==> src/rtl/rpn_pkg.sv <==
// Shared types and key-to-token encoding for the RPN keypad front end.
package rpn_pkg;

    typedef struct packed {
        logic       is_op;
        logic [3:0] data;
    } token_t;

    localparam logic [3:0] OP_ADD = 4'd0;
    localparam logic [3:0] OP_SUB = 4'd1;
    localparam logic [3:0] OP_MUL = 4'd2;
    localparam logic [3:0] OP_AND = 4'd3;
    localparam logic [3:0] OP_OR  = 4'd4;
    localparam logic [3:0] OP_XOR = 4'd5;

    // idx = row*4 + col; rows top to bottom: "1 2 3 A", "4 5 6 B", "7 8 9 C", "* 0 # D"
    function automatic token_t key_to_token(input logic [3:0] idx);
        token_t t;
        t.is_op = 1'b0;
        t.data  = 4'd0;
        case (idx)
            4'd0:  t.data = 4'd1;
            4'd1:  t.data = 4'd2;
            4'd2:  t.data = 4'd3;
            4'd3:  begin t.is_op = 1'b1; t.data = OP_ADD; end
            4'd4:  t.data = 4'd4;
            4'd5:  t.data = 4'd5;
            4'd6:  t.data = 4'd6;
            4'd7:  begin t.is_op = 1'b1; t.data = OP_SUB; end
            4'd8:  t.data = 4'd7;
            4'd9:  t.data = 4'd8;
            4'd10: t.data = 4'd9;
            4'd11: begin t.is_op = 1'b1; t.data = OP_MUL; end
            4'd12: begin t.is_op = 1'b1; t.data = OP_OR;  end
            4'd13: t.data = 4'd0;
            4'd14: begin t.is_op = 1'b1; t.data = OP_XOR; end
            default: begin t.is_op = 1'b1; t.data = OP_AND; end
        endcase
        return t;
    endfunction

endpackage

==> src/rtl/rpn_keypad_frontend_if.sv <==
// Token strobe/ack handshake toward the calculator input port.
interface rpn_keypad_frontend_if;
    logic       output_stb;
    logic [3:0] output_data;
    logic       output_is_operator;
    logic       output_ack;

    modport master (
        output output_stb,
        output output_data,
        output output_is_operator,
        input  output_ack
    );

    modport slave (
        input  output_stb,
        input  output_data,
        input  output_is_operator,
        output output_ack
    );
endinterface

==> src/rtl/rpn_token_fifo.sv <==
// Small register-based token FIFO; a push while full succeeds only if a pop frees a slot that cycle.
module rpn_token_fifo
    import rpn_pkg::*;
#(
    parameter int unsigned DEPTH = 4
) (
    input  logic   clk,
    input  logic   rst,
    input  logic   push,
    input  token_t push_token,
    input  logic   pop,
    output token_t head,
    output logic   empty,
    output logic   full
);

    localparam int unsigned AW = (DEPTH > 1) ? $clog2(DEPTH) : 1;
    localparam int unsigned CW = AW + 1;

    token_t         mem [DEPTH];
    logic [AW-1:0]  wr_ptr;
    logic [AW-1:0]  rd_ptr;
    logic [CW-1:0]  count;
    logic           wr_en;
    logic           rd_en;

    assign empty = (count == '0);
    assign full  = (count == CW'(DEPTH));
    assign rd_en = pop && !empty;
    assign wr_en = push && (!full || rd_en);
    assign head  = mem[rd_ptr];

    always_ff @(posedge clk or negedge rst) begin
        if (!rst) begin
            for (int i = 0; i < DEPTH; i++) begin
                mem[i] <= '0;
            end
            wr_ptr <= '0;
            rd_ptr <= '0;
            count  <= '0;
        end else begin
            if (wr_en) begin
                mem[wr_ptr] <= push_token;
                wr_ptr      <= wr_ptr + AW'(1);
            end
            if (rd_en) begin
                rd_ptr <= rd_ptr + AW'(1);
            end
            count <= count + CW'(wr_en) - CW'(rd_en);
        end
    end

endmodule

==> src/rtl/rpn_keypad_frontend.sv <==
// 4x4 keypad scanner with per-frame debounce, token encoding and a buffered strobe/ack output.
module rpn_keypad_frontend
    import rpn_pkg::*;
#(
    parameter int unsigned SCAN_DIV        = 1000,
    parameter int unsigned DEBOUNCE_FRAMES = 4,
    parameter int unsigned DEPTH           = 4
) (
    input  logic                   clk,
    input  logic                   rst,
    input  logic [3:0]             row_n,
    output logic [3:0]             col_n,
    rpn_keypad_frontend_if.master  tok,
    output logic                   overflow
);

    localparam int unsigned DIV_W = $clog2(SCAN_DIV);
    localparam int unsigned CNT_W = $clog2(DEBOUNCE_FRAMES + 1);

    localparam logic [1:0] S_IDLE    = 2'd0;
    localparam logic [1:0] S_PRESS   = 2'd1;
    localparam logic [1:0] S_HELD    = 2'd2;
    localparam logic [1:0] S_RELEASE = 2'd3;

    logic [3:0]       row_meta;
    logic [3:0]       row_sync;
    logic [DIV_W-1:0] div;
    logic [1:0]       col_idx;
    logic             col_end;
    logic             frame_end;

    logic [2:0]       hits;
    logic [1:0]       hit_row;
    logic [1:0]       acc_cnt;
    logic [3:0]       acc_idx;
    logic [1:0]       m_cnt;
    logic [3:0]       m_idx;

    logic [1:0]       state, state_n;
    logic [CNT_W-1:0] cnt, cnt_n;
    logic [3:0]       cand, cand_n;
    logic             push_n;
    logic             push_q;
    token_t           push_tok_q;

    token_t           head;
    logic             empty;
    logic             full;
    logic             pop;

    // Rows are asynchronous to clk.
    always_ff @(posedge clk or negedge rst) begin
        if (!rst) begin
            row_meta <= 4'hF;
            row_sync <= 4'hF;
        end else begin
            row_meta <= row_n;
            row_sync <= row_meta;
        end
    end

    assign col_end   = (div == DIV_W'(SCAN_DIV - 1));
    assign frame_end = col_end && (col_idx == 2'd3);

    // Column scan: each column is driven low for SCAN_DIV cycles.
    always_ff @(posedge clk or negedge rst) begin
        if (!rst) begin
            div     <= '0;
            col_idx <= 2'd0;
            col_n   <= 4'b1110;
        end else if (col_end) begin
            div     <= '0;
            col_idx <= col_idx + 2'd1;
            col_n   <= {col_n[2:0], col_n[3]};
        end else begin
            div <= div + DIV_W'(1);
        end
    end

    // Merge this column's rows into the running frame tally (0, 1 or 2 = "many").
    always_comb begin
        hits    = 3'd0;
        hit_row = 2'd0;
        for (int r = 0; r < 4; r++) begin
            if (!row_sync[r]) begin
                hits    = hits + 3'd1;
                hit_row = 2'(r);
            end
        end
        m_cnt = acc_cnt;
        m_idx = acc_idx;
        if (hits == 3'd1 && acc_cnt == 2'd0) begin
            m_cnt = 2'd1;
            m_idx = {hit_row, col_idx};
        end else if (hits != 3'd0) begin
            m_cnt = 2'd2;
        end
    end

    always_ff @(posedge clk or negedge rst) begin
        if (!rst) begin
            acc_cnt <= 2'd0;
            acc_idx <= 4'd0;
        end else if (frame_end) begin
            acc_cnt <= 2'd0;
            acc_idx <= 4'd0;
        end else if (col_end) begin
            acc_cnt <= m_cnt;
            acc_idx <= m_idx;
        end
    end

    always_ff @(posedge clk or negedge rst) begin
        if (!rst) begin
            state <= S_IDLE;
            cnt   <= '0;
            cand  <= 4'd0;
        end else begin
            state <= state_n;
            cnt   <= cnt_n;
            cand  <= cand_n;
        end
    end

    // Debounce FSM, advanced only on the frame-end cycle.
    always_comb begin
        state_n = state;
        cnt_n   = cnt;
        cand_n  = cand;
        push_n  = 1'b0;
        if (frame_end) begin
            case (state)
                S_IDLE: begin
                    if (m_cnt == 2'd1) begin
                        cand_n = m_idx;
                        cnt_n  = CNT_W'(1);
                        if (DEBOUNCE_FRAMES == 1) begin
                            push_n  = 1'b1;
                            state_n = S_HELD;
                        end else begin
                            state_n = S_PRESS;
                        end
                    end
                end
                S_PRESS: begin
                    if (m_cnt == 2'd1 && m_idx == cand) begin
                        cnt_n = cnt + CNT_W'(1);
                        if (cnt_n == CNT_W'(DEBOUNCE_FRAMES)) begin
                            push_n  = 1'b1;
                            state_n = S_HELD;
                        end
                    end else begin
                        cnt_n   = '0;
                        state_n = S_IDLE;
                    end
                end
                S_HELD: begin
                    if (m_cnt == 2'd0) begin
                        cnt_n   = CNT_W'(1);
                        state_n = (DEBOUNCE_FRAMES == 1) ? S_IDLE : S_RELEASE;
                    end
                end
                S_RELEASE: begin
                    if (m_cnt == 2'd0) begin
                        cnt_n = cnt + CNT_W'(1);
                        if (cnt_n == CNT_W'(DEBOUNCE_FRAMES)) begin
                            cnt_n   = '0;
                            state_n = S_IDLE;
                        end
                    end else begin
                        state_n = S_HELD;
                    end
                end
                default: begin
                    cnt_n   = '0;
                    state_n = S_IDLE;
                end
            endcase
        end
    end

    always_ff @(posedge clk or negedge rst) begin
        if (!rst) begin
            push_q     <= 1'b0;
            push_tok_q <= '0;
        end else begin
            push_q <= push_n;
            if (push_n) begin
                push_tok_q <= key_to_token(cand_n);
            end
        end
    end

    assign pop = !empty && tok.output_ack;

    rpn_token_fifo #(
        .DEPTH (DEPTH)
    ) u_fifo (
        .clk        (clk),
        .rst        (rst),
        .push       (push_q),
        .push_token (push_tok_q),
        .pop        (pop),
        .head       (head),
        .empty      (empty),
        .full       (full)
    );

    always_ff @(posedge clk or negedge rst) begin
        if (!rst) begin
            overflow <= 1'b0;
        end else if (push_q && full && !pop) begin
            overflow <= 1'b1;
        end
    end

    assign tok.output_stb         = !empty;
    assign tok.output_data        = head.data;
    assign tok.output_is_operator = head.is_op;

endmodule

==> src/flat_wrapper.sv <==
// flat-port wrapper written by rule: the top's interface ports become plain ports
module rpn_keypad_frontend_flat import rpn_pkg::*;
#(
    parameter int unsigned SCAN_DIV        = 1000,
    parameter int unsigned DEBOUNCE_FRAMES = 4,
    parameter int unsigned DEPTH           = 4
)
  (clk, rst, row_n, col_n, overflow, tok_output_stb, tok_output_data, tok_output_is_operator, tok_output_ack);
  rpn_keypad_frontend_if tok_i ();
  input  logic clk;
  input  logic rst;
  input  logic [3:0] row_n;
  output logic [3:0] col_n;
  output logic overflow;
  output wire logic [$bits(tok_i.output_stb)-1:0] tok_output_stb;
  output wire logic [$bits(tok_i.output_data)-1:0] tok_output_data;
  output wire logic [$bits(tok_i.output_is_operator)-1:0] tok_output_is_operator;
  input wire logic [$bits(tok_i.output_ack)-1:0] tok_output_ack;
  assign tok_output_stb = tok_i.output_stb;
  assign tok_output_data = tok_i.output_data;
  assign tok_output_is_operator = tok_i.output_is_operator;
  assign tok_i.output_ack = tok_output_ack;
  rpn_keypad_frontend #(.SCAN_DIV(SCAN_DIV), .DEBOUNCE_FRAMES(DEBOUNCE_FRAMES), .DEPTH(DEPTH)) u_core (.clk(clk), .rst(rst), .row_n(row_n), .col_n(col_n), .tok(tok_i), .overflow(overflow));
endmodule
==> config.mk <==
export PLATFORM = sky130hd
export DESIGN_NAME = rpn_keypad_frontend_flat
export DESIGN_NICKNAME = d
export VERILOG_FILES = /design/src/rtl/rpn_pkg.sv /design/src/rtl/rpn_keypad_frontend_if.sv /design/src/rtl/rpn_token_fifo.sv /design/src/rtl/rpn_keypad_frontend.sv /design/src/flat_wrapper.sv
export SDC_FILE = /design/constraint.sdc
export NUM_CORES = 1
export LEC_CHECK = 0
export CAP_MARGIN = 25
export CORE_UTILIZATION = 35
export CTS_CLUSTER_DIAMETER = 50
export CTS_CLUSTER_SIZE = 10
export DETAILED_ROUTE_END_ITERATION = 16
export REMOVE_ABC_BUFFERS = 1
export SYNTH_ARGS = -nofsm -noshare
export SYNTH_HDL_FRONTEND = slang
export SYNTH_SLANG_ARGS = --single-unit
==> constraint.sdc <==
create_clock -name clk -period 4.3 [get_ports clk]
set_clock_uncertainty 0.15 [all_clocks]
set_input_delay 0.86 -clock clk [delete_from_list [all_inputs] [get_ports clk]]
set_output_delay 0.86 -clock clk [all_outputs]
set_load 0.05 [all_outputs]
# == Yosys cells after proc, flatten, opt, wreduce, memory -nomap -nowiden ==
# Index checks and enable logic that the tools add are counted.
# word_totals
ff_bits,73
out_inout_bits,11
in_bits,7
# op_classes
n_mux,43
n_eq_ne,29
bitwise,2
order_cmp,3
reduce_logical,28
addsub,10
# op_table
op,n
$pmux W4 S9,1
$eq A4 B4 Y1 const B,7
$mux W2,12
$mux W3,8
$mux W4,6
$bwmux W20,1
$eq A4 B3 Y1 const B,4
$mux W5,3
$pmux W3 S4,1
$add A10 B1 Y10 const B,1
$bmux W5 S2,1
$demux W5 S2,1
$eq A10 B10 Y1 const B,1
$mux W10,1
$reduce_or A10 Y1,1
$reduce_or A2 Y1,5
$add A3 B1 Y3 const B,3
$logic_and A1 B1 Y1,9
$eq A4 B2 Y1 const B,2
$pmux W2 S4,1
$mux W1,7
$add A2 B1 Y2 const B,3
$eq A2 B2 Y1 const B,3
$eq A3 B3 Y1 const B,2
other kinds (22),31

# == Logic depth before layout (Yosys ltp) ==
# Gate-level depths: netlist (run 1).
# logic_depth
ltp_word,17
mapped_depth,13

# == Cells and area by module ==
# A second synthesis (run 1) with hierarchy kept.
# unflattened
hier_cells,322
area_unflattened_um2,3722.3
# modules_own_cells
mod,n_inst,seq_area_each_um2,cells_per_inst,area_per_inst_um2
rpn_keypad_frontend,1,1164.9,237,2447.3
rpn_token_fifo,1,675.6,85,1275.0

# == Worst setup path after synthesis (run 1) ==
# Ideal clock, no wire load.
# synth_path
path_type,reg-to-reg
startpoint,register u_core.row_sync[0]
endpoint,register u_core.push_tok_q[0] (netlist bit)
required_ps,4025
t_arrival_ps,3101
path_buffers,2
setup_slack_ps,925
stages_incl_launch_ff,14
path_cell_list,dfstp_2 > inv_1 > ha_1 > buf_2 > xnor2_1 > ha_1 > nor2b_1 > a31o_2 > buf_6 > o31a_1 > a221oi_1 > nor4_4 > nand4_4 > mux2_2
# synth_via
elab_chain_len,17
# synth_rtl
item,line,rtl
start: declaration,rpn_keypad_frontend.sv:26,logic [3:0] row_sync;
start signal: assignment,rpn_keypad_frontend.sv:58,row_sync <= row_meta;
$mux W1 *,rpn_keypad_frontend.sv:85,if (!row_sync[r]) begin
$add A1 B1 Y2,rpn_keypad_frontend.sv:86,hits = hits + 3'd1;
$mux W3 *,rpn_keypad_frontend.sv:85,
$add A3 B1 Y3,rpn_keypad_frontend.sv:86,
$mux W3 *,rpn_keypad_frontend.sv:85,
$add A3 B1 Y3,rpn_keypad_frontend.sv:86,
$mux W3 *,rpn_keypad_frontend.sv:85,
$reduce_bool A3 Y1 / $eq A3 B1 Y1 (equally long branches),"rpn_keypad_frontend.sv:95, rpn_keypad_frontend.sv:92",
$mux W2 / $logic_and A1 B1 Y1 (equally long branches),"rpn_keypad_frontend.sv:95, rpn_keypad_frontend.sv:92",
$mux W2,rpn_keypad_frontend.sv:92,if (hits == 3'd1 && acc_cnt == 2'd0) begin
$eq A2 B1 Y1,"rpn_keypad_frontend.sv:134, rpn_keypad_frontend.sv:146",
$mux W4,rpn_keypad_frontend.sv:134,if (m_cnt == 2'd1) begin
$mux W4,rpn_keypad_frontend.sv:132,case (state)
$mux W4,rpn_keypad_frontend.sv:131,if (frame_end) begin
"$eq A4 B4 Y1, or another cell as far along",rpn_pkg.sv:21,case (idx)
$reduce_or A2 Y1 (no source line),-,
$pmux W4 S9,rpn_pkg.sv:21,
end signal: assignment,rpn_keypad_frontend.sv:189,push_tok_q <= key_to_token(cand_n);
end: declaration,rpn_keypad_frontend.sv:44,token_t push_tok_q;
# Every way passes the cells marked *; elsewhere a longest branch is shown, timed or not.
# A chain may end at the register's enable or synchronous reset.

# == Worst setup path in the final report (run 1) ==
# layout_path
startpoint,register u_core.row_sync[0]
endpoint,register u_core.push_tok_q[2] (netlist bit)
# The elaborated chain is that of the path after synthesis.

==> results of run 1 <==
==> per-layer routing <==
metal | global-route usage | wire [um] | vias to the layer above
met5 | 0 | 0 | -
met4 | 0.0637 | 172 | 0
met3 | 0.0400 | 347 | 13
met2 | 0.244 | 3630 | 62
met1 | 0.180 | 3500 | 1355
li1 | - | - | 1347
==> path summary, 6_finish.rpt <==
path                                              start                          endpoint  slack, ns
max                        u_core.row_sync[0]$_DFF_PN1_  u_core.push_tok_q[2]$_DFFE_PN0P_       0.47
min                        u_core.row_meta[0]$_DFF_PN1_      u_core.row_sync[0]$_DFF_PN1_       0.20
max reg2reg                u_core.row_sync[0]$_DFF_PN1_  u_core.push_tok_q[2]$_DFFE_PN0P_       0.47
min reg2reg                u_core.row_meta[0]$_DFF_PN1_      u_core.row_sync[0]$_DFF_PN1_       0.20
max in group asynchronous                           rst      u_core.row_sync[3]$_DFF_PN1_       3.00
min in group asynchronous                           rst  u_core.u_fifo.mem[7]$_DFFE_PN0P_       0.28
==> state kept, by name, indices dropped and copies added, names as in the netlist <==
| name | count |
|---|---|
| u_core.acc_idx | 4 |
| u_core.push_q | 1 |
| u_core.acc_cnt | 2 |
| u_core.col_idx | 2 |
| u_core.cnt | 3 |
| u_core.row_sync | 4 |
| u_core.push_tok_q | 5 |
| u_core.div | 10 |
| u_core.u_fifo.count | 3 |
| u_core.state | 2 |
| u_core.row_meta | 4 |
| u_core.overflow | 1 |
| u_core.u_fifo.wr_ptr | 2 |
| u_core.col_n | 4 |
| u_core.u_fifo.mem | 20 |
| u_core.u_fifo.rd_ptr | 2 |
| u_core.cand | 4 |
==> where the power goes <==
group	switching [mW]	leakage, nW	internal (mW)	total [mW]
sequential	0.00382	0.957	0.694	0.698
combinational	0.0730	0.913	0.0422	0.115
clock	0.272	0.139	0.448	0.720
==> final cells by class <==
class                           instances  area [um^2]  area share
Clock inverter                          5         56.3      0.0123
Inverter                               18         67.6      0.0148
Sequential cell                        73         1840       0.403
Tap cell                              140          175      0.0384
Clock buffer                           11          233      0.0510
Multi-Input combinational cell        263         2000       0.439
Timing Repair Buffer                   20          188      0.0411
==> Yosys cell counts (7+ instances only) <==
cell	n
xor2_1	8
nand2_1	44
nand4_1	7
dfstp_2	11
dfrtp_1	62
nand3_1	10
and2_1	7
xnor2_1	14
clkbuf_1	9
inv_1	18
mux2_2	29
o21ai_0	16
ha_1	13
a21oi_1	12
nor2_1	15
==> metrics by stage <==
step                hold WS (ns)  area (um^2)  cells  utilization  power [mW]
finish                     0.204         4560    530        0.416        1.53
global route               0.206         4560    530        0.416        1.60
CTS                        0.205         4560    530        0.416        1.56
detailed placement         0.197         4280    514        0.389       0.826
global placement           0.195         4280    514        0.389       0.824
floorplan                  0.195         3910    354            -       0.787
==> cell families after synthesis <==
family | synth area share
DFF | 0.461
buffers and inverters | 0.0373
xor gates and xnor gates | 0.0605
AOI/OAI and AO/OA | 0.102
and+or+nand+nor | 0.172
adders and majority gates | 0.0457
muxes | 0.122
==> metrics.md, run 1 <==
| Metric | Value |
|---|---|
| Vias/cell | `roughly 5.2` |
| CP top delay family | `compound AO/OA/AOI/OAI gates` |
| Max-slew violation count | `0` |
| CP max FO | `11` |
| Hold depth | `0` |
| Clock sink count | `73` |
| Synth-to-layout area growth | `14.3%` |
| Vias in the first global route | `2,850` |
| Largest net degree at the start of global routing | `31` |
| PortBufs | `17` |
| Post-DRT Antenna Nets | `0` |
| DR vias | `approximately 2,800` |
| Synthesized flop and latch total | `73` |
| CP arrival | `3.90 ns` |
| Die X | `109 um` |
| Initial antenna violation count | `0` |
| Worst skew pair latency | `0.33 ns` |
| Core area | `11,000 um^2` |
| Yosys cell types | `63` |
| Clock Path Buffers | `2` |
| Total Routing Usage GR | `0.147` |
| Clock transition at path regs | `0.06 ns` |
| Antenna diodes | `0` |
| Share of cells above drive strength 1 | `0.190` |
| Clk root buf | `clkbuf_16` |
| Required time of the critical path | `~4.4 ns` |
| CP dominant cell by count | `ha_1` |
| Commonest non-fill, non-tap cell in the layout | `dfrtp_1` |
| DRC violations left | `0` |
| Hold Buf Count CTS | `0` |
| DR pass1 iterations | `4` |
| Slowest cell delay on critical path | `0.66 ns` |
| Grt ovf | `0` |
| Fin crit period | `3.83 ns` |
| Filler cell count | `1,050` |
| Cell taking the most area after synthesis | `dfrtp_1` |
| PwrDens | `336 nW/um^2` |
| Fmax | `roughly 260 MHz` |
| Initial DRC Count | `a little under 100` |
| Layout Nets | `406` |
| Crit. End Element | `flip-flop` |
| H-tree levels | `3` |
| CTS tree | `yes` |
| Slew margin rel. | `0.458` |
| Full die area | `11,800 um^2` |
| Pleak | `2.01 nW` |
| Hold crit path type | `flip-flop to flip-flop` |
| Tcrit/Tclk final | `0.890` |
| Clock buffer count from CTS | `9` |
| Share of synthesized registers carrying an async set or reset | `1.00` |
| Critical path class | `flip-flop to flip-flop` |
| Avg WL per Cell | `14.4 um` |
| Cell count after synthesis | `370` |
| Die Ht | `109 um` |
| Site Rows | `38` |
| Final wirelength | `7650 um` |
| Setup repair after global routing missed its margin | `false` |
| Sequential share of the synthesized area | `0.461` |
| Post-synth top flop | `dfrtp_1` |
| Startpoint types | `flip-flop` |
| Share of the synthesized area in the top cell type | `0.388` |
| Largest cells by area after synthesis | `dfrtp_1 (39%), mux2_2 (8.2%), dfstp_2 (7.2%)` |
| Post-CTS Repair Setup Buffers | `0` |
| WP depth | `12` |
| Commonest non-fill, non-tap cells in the layout | `dfrtp_1 (62), nand2_1 (44), mux2_2 (29)` |
| Fin Setup TNS | `0 ns` |
| CP max stage cell | `xor2_1` |
| Crit-path cells | `inv_1 > ha_1 > or2b_1 > and2_1 > ha_1 > nand2b_1 > xor2_1 > o31ai_1 > a221oi_1 > nor4_4 > nand4_4 > mux2_2` |
| Initial Util | `0.364` |
| Final HPWL DP | `5580 um` |
| GP Congestion | `approximately 0.82` |
| Synth Cell Area | `3990 um^2` |
| Buf+Inv Stages, Crit Path | `1` |
| Outcome | `complete, no violations` |
| R2R depth | `12` |
| Worst-Margin Slew | `between 0.8 and 0.9 ns` |
| Worst IR Drop VDD | `0.310 mV` |
| Final Hold Vio Count | `0` |
| Final worst setup slack | `0.472 ns` |
| Place WS | `0.541 ns` |
| Mapped Avg Cell Area | `10.8 um^2` |
| Post_cts resized | `0` |
| First-pass GRT wire length | `13,500 um` |
| # Max-Cap Violations | `0` |
| Final setup vio count | `0` |
| I/O pin cnt | `18` |
| Yosys warnings | `0` |
| Post-synth EDFFs | `0` |
(Power assumes the default switching activity.)
==> run 2: changes to the inputs <==
--- a/config.mk
+++ b/config.mk
@@ -11,6 +11,7 @@
 export CTS_CLUSTER_SIZE = 10
 export DETAILED_ROUTE_END_ITERATION = 16
 export REMOVE_ABC_BUFFERS = 1
+export SLEW_MARGIN = 20
 export SYNTH_ARGS = -nofsm -noshare
 export SYNTH_HDL_FRONTEND = slang
 export SYNTH_SLANG_ARGS = --single-unit
==> results of run 2 <==
Final layout, timing and power as in run 1 (identical DEF).
==> run 3: changes to the inputs <==
==> constraint.sdc (replaced) <==
create_clock -name clk -period 4.6 [get_ports clk]
set_clock_uncertainty 0.15 [all_clocks]
set_input_delay 0.92 -clock clk [delete_from_list [all_inputs] [get_ports clk]]
set_output_delay 0.92 -clock clk [all_outputs]
set_load 0.05 [all_outputs]
==> run 3 against run 2 <==
  * Sequential cell count is the same
  * Largest power group is now sequential cells
  * Die area stayed put
  * Core utilization decreased by 0.14 points
  * Non-clock buffer count stayed put
  * Final area decreased by 0.33%
  * Setup slack better by 0.36 ns
  * Register-to-register slack gained 0.36 ns
  * Sequential power decreased by 6.4%
==> metrics.md, run 3 (synthesis results as in run 1) <==
| Metric | Value |
|---|---|
| Layout Nets | `406 (unchanged)` |
| Largest net degree at the start of global routing | `36 (was 31)` |
| Initial antenna violation count | `0 (unchanged)` |
| Max-slew violation count | `0 (unchanged)` |
| Tcrit/Tclk final | `0.819 (was 0.890)` |
| Post-CTS Repair Setup Buffers | `0 (unchanged)` |
| Synth-to-layout area growth | `13.9% (was 14.3%)` |
| Clock sink count | `73 (unchanged)` |
| Worst skew pair latency | `0.33 ns (about the same)` |
| Hold crit path type | `flip-flop to flip-flop (unchanged)` |
| Initial DRC Count | `113 (was 98)` |
| Hold Buf Count CTS | `0 (unchanged)` |
| Final Hold Vio Count | `0 (unchanged)` |
| DRC violations left | `0 (unchanged)` |
| Sw Pwr | `322 uW (was 349 uW)` |
| PortBufs | `17 (unchanged)` |
| Max reg flops | `20 (unchanged)` |
| Biggest register | `u_core.u_fifo.mem (unchanged)` |
| Required time of the critical path | `4.66 ns (was 4.37 ns)` |
| Worst IR Drop VDD | `0.232 mV (was 0.310 mV)` |
| Slew margin rel. | `0.459 (was 0.458)` |
| Crit. End Element | `flip-flop (unchanged)` |
| CP arrival | `3.83 ns (was 3.90 ns)` |
| Commonest non-fill, non-tap cell in the layout | `dfrtp_1 (unchanged)` |
| # Max-Cap Violations | `0 (unchanged)` |
| Final setup vio count | `0 (unchanged)` |
| Biggest regs | `u_core.u_fifo.mem: 20 flops, u_core.div: 10 flops, u_core.push_tok_q: 5 flops (unchanged)` |
| GP Congestion | `0.845 (was 0.822)` |
| Outcome | `complete, no violations (unchanged)` |
| Vias/cell | `5.21 (was 5.24)` |
| Switching part of the total | `0.232 (was 0.228)` |
| Setup repair after global routing missed its margin | `false (unchanged)` |
| PwrDens | `305 nW/um^2 (was 336 nW/um^2)` |
| Die Ht | `109 um (unchanged)` |
| Site Rows | `38 (unchanged)` |
| Internal power | `1.07 mW (was 1.18 mW)` |
| First-pass GRT wire length | `12,700 um (was 13,500 um)` |
| Final wirelength | `7460 um (was 7650 um)` |
| Vias in the first global route | `2,674 (was 2,850)` |
| Reg2reg setup slack | `0.83 ns (was 0.47 ns)` |
| Fin crit period | `3.77 ns (was 3.83 ns)` |
| Grt ovf | `0 (unchanged)` |
| Share of cells above drive strength 1 | `0.192 (was 0.190)` |
| Sequential power share | `0.470 (was 0.455)` |
| Clock buffer count from CTS | `9 (unchanged)` |
| Pleak | `2.01 nW (about the same)` |
| Logic pwr share | `0.077 (was 0.075)` |
| Critical path class | `flip-flop to flip-flop (unchanged)` |
| Final HPWL DP | `5320 um (was 5580 um)` |
| Post_cts resized | `0 (unchanged)` |
| Post-DRT Antenna Nets | `0 (unchanged)` |
| Die X | `109 um (unchanged)` |
| Fmax | `265 MHz (was 261 MHz)` |
| CTS tree | `yes (unchanged)` |
| Worst-Margin Slew | `0.809 ns (was 0.810 ns)` |
| Startpoint types | `flip-flop (unchanged)` |
| Fin Setup TNS | `0 ns (unchanged)` |
| DR vias | `2,763 (was 2,777)` |
| CP max FO | `11 (unchanged)` |
| Total Routing Usage GR | `0.140 (was 0.147)` |
| Antenna diodes | `0 (unchanged)` |
| I/O pin cnt | `18 (unchanged)` |
| Initial Util | `0.364 (unchanged)` |
| Filler cell count | `1,046 (was 1,050)` |
| Hold slack | `0.205 ns (was 0.204 ns)` |
| Avg WL per Cell | `14.1 um (was 14.4 um)` |
| Clock Power Share | `0.452 (was 0.469)` |
| Core area | `11,000 um^2 (unchanged)` |
| Commonest non-fill, non-tap cells in the layout | `dfrtp_1 (62), nand2_1 (44), mux2_2 (29) (unchanged)` |
| Clk root buf | `clkbuf_16 (unchanged)` |
| Clock Path Buffers | `2 (unchanged)` |
| H-tree levels | `3 (unchanged)` |
| DR pass1 iterations | `5 (was 4)` |
| Clock transition at path regs | `0.05 ns (was 0.06 ns)` |
| Full die area | `11,800 um^2 (unchanged)` |
-- run 3: cell types whose count changed in the layout (fill, tap and decap cells not counted) --
cell / delta
clkbuf_8: +1
bufinv_16: -1
clkbuf_1: -1
clkinv_2: +1
-- run 3: through the flow --
| stage | total power [mW] | util | setup WS, ns | cells | cell area [um^2] |
|---|---|---|---|---|---|
| 6_report | 1.39 | 0.414 | 0.833 | 530 | 4550 |
| 5_1_grt | 1.45 | 0.414 | 0.578 | 530 | 4550 |
| 4_1_cts | 1.41 | 0.414 | 0.824 | 530 | 4550 |
| 3_5_place_dp | 0.772 | 0.389 | 0.825 | 514 | 4280 |
| 3_3_place_gp | 0.771 | 0.389 | 0.936 | 514 | 4280 |
| 2_1_floorplan | 0.736 | - | 1.19 | 354 | 3910 |
-- run 3: layout make-up --
cell class	instances	area (um^2)	share of cell area
Multi-Input combinational cell	263	2000	0.441
Sequential cell	73	1840	0.405
Clock buffer	11	243	0.0534
Inverter	18	67.6	0.0149
Clock inverter	5	31.3	0.00688
Tap cell	140	175	0.0385
Timing Repair Buffer	20	188	0.0413
-- run 3: worst paths after layout --
kind                                              start                          endpoint  cells after the start
hold / removal             u_core.row_meta[3]$_DFF_PN1_      u_core.row_sync[3]$_DFF_PN1_                      0
hold reg to reg            u_core.row_meta[3]$_DFF_PN1_      u_core.row_sync[3]$_DFF_PN1_                      0
setup / recovery           u_core.row_sync[0]$_DFF_PN1_  u_core.push_tok_q[1]$_DFFE_PN0P_                     12
min in group asynchronous                           rst  u_core.u_fifo.count[2]$_DFF_PN0_                      1
max in group asynchronous                           rst       u_core.col_n[3]$_DFFE_PN1N_                      2
setup reg to reg           u_core.row_sync[0]$_DFF_PN1_  u_core.push_tok_q[1]$_DFFE_PN0P_                     12
-- run 3: layer usage --
| metal | routed length [um] | global-route usage | share of wire | vias up |
|---|---|---|---|---|
| met3 | 237 | 0.0359 | 0.032 | 8 |
| met2 | 3510 | 0.227 | 0.47 | 42 |
| met4 | 62 | 0.0502 | 0.0083 | 0 |
| li1 | - | - | - | 1339 |
| met5 | 0 | 0 | 0 | - |
| met1 | 3650 | 0.179 | 0.49 | 1374 |
-- run 3: power groups by stage --
stage / registers [mW] / logic (mW) / clock network [mW]
after floorplan: 0.663 / 0.0730 / 0
after CTS: 0.653 / 0.108 / 0.647
after global placement: 0.664 / 0.107 / 0
final: 0.653 / 0.107 / 0.628
after global routing: 0.653 / 0.120 / 0.673
after detailed placement: 0.664 / 0.108 / 0
-- run 3: worst max-delay path, cell delays in order (launching register included) --
cell	delay, ns
dfstp_2	0.53
inv_1	0.04
ha_1	0.20
or2b_1	0.25
and2_1	0.15
ha_1	0.17
nand2b_1	0.11
xor2_1	0.66
o31ai_1	0.26
and3_4	0.25
nor4_4	0.40
nand4_4	0.18
mux2_2	0.31
